## config.mk

```make
export PLATFORM = sky130hd
export DESIGN_NAME = jesd204b_link_tx
export DESIGN_NICKNAME = d
export VERILOG_FILES = /design/src/rtl/jesd204b_link_tx.sv
export SDC_FILE = /design/constraint.sdc
export NUM_CORES = 1
export LEC_CHECK = 0
export CAP_MARGIN = 20
export CORE_UTILIZATION = 35
export DETAILED_ROUTE_END_ITERATION = 6
export HOLD_SLACK_MARGIN = 0.05
export PLACE_DENSITY = 0.61
export RECOVER_POWER = 50
export SLEW_MARGIN = 0
export SYNTH_ARGS = -nofsm -noshare
export SYNTH_HDL_FRONTEND = slang
export SYNTH_SLANG_ARGS = --single-unit
```

## constraint.sdc

```tcl
create_clock -name clk -period 6.3 [get_ports clk]
set_input_delay 1.26 -clock clk [delete_from_list [all_inputs] [get_ports clk]]
set_output_delay 1.26 -clock clk [all_outputs]
set_load 0.02 [all_outputs]
```

## src/rtl/jesd204b_link_tx.sv

```systemverilog
// JESD204B single-lane link-layer transmitter: CGS /K/ stream, ILAS sequence
// and DATA with either frame-end character replacement or self-synchronous scrambling.
module jesd204b_link_tx #(
    parameter int OCTETS_PER_BEAT = 4,
    parameter int F               = 2,
    parameter int K               = 16,
    parameter int ILAS_MF         = 4
) (
    input  logic                         clk,
    input  logic                         reset,
    input  logic                         lmfc,
    input  logic                         sync_n,
    input  logic                         scramble_en,
    input  logic [111:0]                 cfg,
    input  logic [8*OCTETS_PER_BEAT-1:0] in_data,
    output logic                         in_ready,
    output logic [8*OCTETS_PER_BEAT-1:0] out_data,
    output logic [OCTETS_PER_BEAT-1:0]   out_ctrl,
    output logic [1:0]                   link_state
);

    localparam int FK = F * K;
    localparam int PW = $clog2(FK);

    if (!((OCTETS_PER_BEAT == 4) || (OCTETS_PER_BEAT == 8)) ||
        !((F == 1) || (F == 2) || (F == 4) || (F == 8)) ||
        ((FK % OCTETS_PER_BEAT) != 0) || (FK < 20) ||
        (ILAS_MF < 2) || (ILAS_MF > 8)) begin : g_bad_params
        $error("jesd204b_link_tx: illegal parameter combination");
    end

    typedef enum logic [1:0] {CGS = 2'd0, ILAS = 2'd1, DATA = 2'd2} state_t;

    state_t                       state, state_nxt;
    logic                         wait_lmfc;
    logic [PW-1:0]                pos, pos_nxt;
    logic [3:0]                   mf, mf_nxt;
    logic [2:0]                   low_cnt;
    logic [7:0]                   prev, prev_nxt;
    logic                         prev_rep, prev_rep_nxt;
    logic [14:0]                  scr, scr_nxt;
    logic                         scr_on, scr_on_nxt;
    logic [8*OCTETS_PER_BEAT-1:0] data_nxt;
    logic [OCTETS_PER_BEAT-1:0]   ctrl_nxt;
    logic                         lost, start, ilas_done, to_data;

    // pos is the multiframe octet index of the beat about to be produced.
    assign lost       = (state != CGS) && (low_cnt == 3'd4);
    assign start      = (state == CGS) && wait_lmfc && sync_n && lmfc;
    assign ilas_done  = (mf == 4'(ILAS_MF));
    assign to_data    = !lost && ((state == DATA) || ((state == ILAS) && ilas_done));
    assign in_ready   = to_data;
    assign link_state = state;

    always_comb begin : next_beat
        int         base, nb, j;
        logic [3:0] m;
        logic [7:0] d, o, p;
        logic       r, on;
        logic [14:0] s;
        state_nxt    = state;
        pos_nxt      = pos;
        mf_nxt       = mf;
        prev_nxt     = prev;
        prev_rep_nxt = prev_rep;
        scr_nxt      = scr;
        scr_on_nxt   = scr_on;
        data_nxt     = {OCTETS_PER_BEAT{8'hBC}};
        ctrl_nxt     = '1;
        base = start ? 0 : int'(pos);
        m    = start ? 4'd0 : mf;
        nb   = base + OCTETS_PER_BEAT;
        j    = 0;
        d    = '0;
        o    = '0;
        p    = prev;
        r    = prev_rep;
        on   = scr_on;
        s    = scr;
        if (lost) begin
            state_nxt = CGS;
        end else if (start || ((state == ILAS) && !ilas_done)) begin
            state_nxt    = ILAS;
            pos_nxt      = (nb == FK) ? '0 : PW'(nb);
            mf_nxt       = (nb == FK) ? m + 4'd1 : m;
            prev_nxt     = 8'h7C;
            prev_rep_nxt = 1'b1;
            scr_nxt      = 15'h7F80;
            for (int i = 0; i < OCTETS_PER_BEAT; i++) begin
                j           = base + i;
                o           = 8'(j);
                ctrl_nxt[i] = 1'b0;
                if (j == 0) begin
                    o           = 8'h1C;
                    ctrl_nxt[i] = 1'b1;
                end else if (j == FK - 1) begin
                    o           = 8'h7C;
                    ctrl_nxt[i] = 1'b1;
                end else if ((m == 4'd1) && (j == 1)) begin
                    o           = 8'h9C;
                    ctrl_nxt[i] = 1'b1;
                end else if (m == 4'd1) begin
                    for (int c = 0; c < 14; c++) begin
                        if (j == c + 2) o = cfg[8*c +: 8];
                    end
                end
                data_nxt[8*i +: 8] = o;
            end
        end else if (to_data) begin
            // scramble_en only matters on the first DATA beat; afterwards the latched copy rules.
            on         = (state == ILAS) ? scramble_en : scr_on;
            scr_on_nxt = on;
            state_nxt  = DATA;
            pos_nxt    = (nb == FK) ? '0 : PW'(nb);
            for (int i = 0; i < OCTETS_PER_BEAT; i++) begin
                j           = base + i;
                d           = in_data[8*i +: 8];
                o           = d;
                ctrl_nxt[i] = 1'b0;
                if (on) begin
                    for (int b = 7; b >= 0; b--) begin
                        o[b] = d[b] ^ s[13] ^ s[14];
                        s    = {s[13:0], o[b]};
                    end
                    ctrl_nxt[i] = ((j % F) == F - 1) &&
                                  ((o == 8'hFC) || ((j == FK - 1) && (o == 8'h7C)));
                end else if ((j % F) == F - 1) begin
                    if ((j == FK - 1) && (d == p)) begin
                        o           = 8'h7C;
                        ctrl_nxt[i] = 1'b1;
                        r           = 1'b1;
                    end else if ((j != FK - 1) && (d == p) && !r) begin
                        o           = 8'hFC;
                        ctrl_nxt[i] = 1'b1;
                        r           = 1'b1;
                    end else begin
                        r = 1'b0;
                    end
                    p = d;
                end
                data_nxt[8*i +: 8] = o;
            end
            prev_nxt     = p;
            prev_rep_nxt = r;
            scr_nxt      = s;
        end
    end

    always_ff @(posedge clk) begin
        if (reset) begin
            state     <= CGS;
            wait_lmfc <= 1'b0;
            pos       <= '0;
            mf        <= '0;
            low_cnt   <= '0;
            prev      <= '0;
            prev_rep  <= 1'b0;
            scr       <= '0;
            scr_on    <= 1'b0;
            out_data  <= {OCTETS_PER_BEAT{8'hBC}};
            out_ctrl  <= '1;
        end else begin
            state     <= state_nxt;
            wait_lmfc <= (state == CGS) && sync_n;
            pos       <= pos_nxt;
            mf        <= mf_nxt;
            low_cnt   <= sync_n ? 3'd0 : ((low_cnt == 3'd4) ? 3'd4 : low_cnt + 3'd1);
            prev      <= prev_nxt;
            prev_rep  <= prev_rep_nxt;
            scr       <= scr_nxt;
            scr_on    <= scr_on_nxt;
            out_data  <= data_nxt;
            out_ctrl  <= ctrl_nxt;
        end
    end

endmodule

```

==> results of run 1 <==
-- cell usage after synthesis (14+ instances only) --
cell type,instances
nand2_1,229
a21oi_1,174
nor2_1,167
o21ai_0,147
clkbuf_1,106
xnor2_1,86
dfxtp_1,76
nand3_1,75
nor3_1,59
a211oi_1,45
xor2_1,41
inv_1,39
buf_2,36
o22ai_1,33
a221oi_1,32
a31oi_1,30
o211ai_1,30
and3_1,28
a22oi_1,26
or3_1,26
nand4_1,23
and2_1,22
buf_1,22
o221ai_1,21
ha_1,17
o31ai_1,17
nand2b_1,15
nor4_1,15
mux2i_1,14
-- per-layer routing --
metal | vias to the layer above | GRT usage, %
met5 | - | 0
met2 | 1599 | 72.2
met4 | 6 | 36.5
li1 | 7536 | -
met1 | 8596 | 59.7
met3 | 453 | 11.7
-- state kept, by name (all words and copies together) (netlist names) --
signal      flops
mf              4
out_ctrl        4
wait_lmfc       1
prev            8
out_data       32
pos             5
scr            15
prev_rep        1
low_cnt         3
link_state      2
scr_on          1
-- worst reg2reg max path, stage by stage, from the launching register on --
cell and delay [ns]:
dfxtp_1 0.58, nor2b_1 0.21, o21ai_1 2.29, buf_4 0.68, a31oi_1 0.20, a21oi_1 0.35
a21oi_1 0.17, o41ai_1 0.67, nand3_1 0.26
-- power breakdown --
part | switching [W] | total (W) | internal, W
Combinational | 0.000526 | 0.000825 | 0.000300
Clock | 0.000242 | 0.000602 | 0.000360
Sequential | 0.0000218 | 0.000516 | 0.000494
Total | 0.000789 | 0.00194 | 0.00115
-- per-stage QoR --
step                instances  utilization, %  hold WS [ns]  area (sq um)
detailed placement       2504            43.4         0.456         15100
floorplan                1917               -         0.428         12500
finish                   2521            44.3         0.460         15400
global route             2520            44.3         0.488         15400
CTS                      2520            44.4         0.464         15400
global placement         2504            43.4         0.451         15100
-- cells by family (layout without fill, tap and decap cells) --
| family | count (synthesis) | count (layout) | share of synthesized area [%] |
|---|---|---|---|
| XOR/XNOR | 129 | 129 | 9.29 |
| buffers and inverters | 216 | 364 | 7.06 |
| AND/OR/NAND/NOR | 722 | 722 | 27.8 |
| other | 0 | 1 | 0 |
| flip-flops | 76 | 76 | 12.2 |
| multiplexers | 16 | 16 | 1.36 |
| AO/OA/AOI/OAI | 741 | 741 | 40.6 |
| adder cells (fa/ha/maj) | 17 | 17 | 1.71 |
-- worst min-delay path by stage --
stage | endpoint | cells past startpoint
finish | low_cnt[0] | 1
global route | low_cnt[0] | 1
CTS | low_cnt[0] | 1
detailed placement | low_cnt[0] | 1
global placement | low_cnt[0] | 1
floorplan | low_cnt[0] | 1
-- layout make-up --
class	count	area, sq um
Multi-Input combinational cell	1625	10100
Antenna cell	1	2.50
Inverter	46	175
Fill cell	3730	19400
Tap cell	455	569
Timing Repair Buffer	302	2740
Clock buffer	11	243
Clock inverter	5	83.8
Sequential cell	76	1520
==> impl_metrics.tcl, run 1 <==
set metrics [dict create \
    drt_iter0_markers 3089 \
    crit_end "out_data[23]" \
    die_height_microns 191 \
    max_clock_freq_mhz 163 \
    synth_seq_cells 76 \
    synth_area_sq_um 12500 \
    report.power.total_w 0.00194 \
    grt_overflow 0 \
    slowest_stage "nor2b_1" \
    maxSlewViolCount 69 \
    gp_congestion 1.10 \
    grt_pass1_vias 16721 \
    synth_edf_count 0 \
    critPathCaptureType "register" \
    ios 188 \
    finish.net_count 2226 \
    finalCriticalPeriod_ns 6.15 \
    synth.distinct_cells 104 \
    cts_tree "yes" \
    path_cells "clkdlybuf4s50_1, nand3_2, o21ai_1, inv_2, ha_1, nor2b_1, a222oi_1, a2111oi_0, a21oi_1, o2bb2ai_1, a211oi_1, o2111ai_1, o211ai_1" \
    grt_first_pass_wirelength_mm 126 \
    critPathLaunch "sync_n" \
    rr_endpoint "out_data[27]" \
    clockBufferDepth 2 \
    cpPeakStageDelay_ns 1.04 \
    reg2reg_from "link_state[1]" \
    met3_length_mm 10.3 \
    worst_r2r_path_depth 8 \
    grtUsageTotal_pct 48.3 \
    clkTransAtPathRegs_ns 0.07 \
    rsz0062_at_grt "false" \
    highest-signal-layer "met5" \
    yosys_warnings 0 \
    syn_nets 2083 \
    fin_skew_ns 0.0171 \
    viasPerCell 7.22 \
    port_buffers 187 \
    setup_tns_ns 0 \
    cpLargestDelayFamily "compound AO/OA/AOI/OAI gates" \
    finalWorstSetupSlack_ns 0.154 \
    netlist_instances 1917 \
    path_buf_inv 2 \
    yosysTopAreaCell "dfxtp_1" \
    cp.arrival_ns 6.43 \
    cts-resized-gates 0 \
    ir_drop_mv 0.162 \
    wirelength_mm 89.5 \
    fp.dieArea_sq_um 36400 \
    tightest_slew_ns 3.05 \
    htreeDepth 3 \
    clock-root-buffer "clkbuf_16" \
    vias 18190 \
    synth.top_cell.area_share_pct 12.2 \
    crit_cells 13 \
    final_common_cell "nand2_1" \
    dp_hpwl_mm 70.5 \
    postCtsHoldBufs 0 \
    relSlewSlack_pct -104 \
    pwr_density_cell_nw_per_um2 126 \
    ys_seq_area_share_pct 12.2 \
    ant_nets 0 \
    start_kind "primary input" \
    wl_met2_mm 37.1 \
    post-route-period-util_pct 97.6 \
    start_util_pct 35.8 \
    clock_latency_ns 0.37 \
    routedLengthMet1_mm 33.6 \
    avgSynthCellArea_sq_um 6.50 \
    finalHoldViolations 0 \
    hp-class "reg2reg" \
    maxCapViolations 2 \
    die_x_microns 191 \
    drive_gt1_share_pct 8.81 \
    outcome "complete, but fails checks" \
    finalSetupViolations 0 \
    clkSinkCount 76 \
    grt_max_degree 42 \
    synthToLayoutAreaGrowth_pct 23.7 \
    post-place-ws_ns 0.0950 \
    drc 2 \
    core_sq_um 34800 \
    antenna_found_initial 4 \
    cts_made_buffers 9 \
    post_synth_main_area_contributors "dfxtp_1 (12%), a21oi_1 (7.0%), nand2_1 (6.9%)" \
    mostFrequentLayoutCells "nand2_1 (229), a21oi_1 (173), nor2_1 (167)" \
    p_leak_nw 5.37 \
    wl_per_cell_microns 35.5 \
    violations "DRC, capacitance limit, slew limit" \
    cp_max_fo 17 \
    criticalPathCategory "in2reg" \
    critical_path_required_ns 6.59 \
    rows 68 \
    drt-pass1-iter-count 7 \
    hp-start "low_cnt[0]" \
    async_reset_ff_share_pct 0 \
    synth-main-ff-cell "dfxtp_1" \
    regToRegSetupSlack_ns 0.71 \
    post_cts_buffers 0 \
]
No activity file was read; power rests on OpenSTA's default activity.
==> run 2: changes to the inputs <==
--- a/config.mk
+++ b/config.mk
@@ -11,6 +11,7 @@
 export HOLD_SLACK_MARGIN = 0.05
 export PLACE_DENSITY = 0.61
 export RECOVER_POWER = 50
+export SKIP_CTS_REPAIR_TIMING = 1
 export SLEW_MARGIN = 0
 export SYNTH_ARGS = -nofsm -noshare
 export SYNTH_HDL_FRONTEND = slang
==> results of run 2 <==
The final DEF is identical to that of run 1; final timing and power are the same.
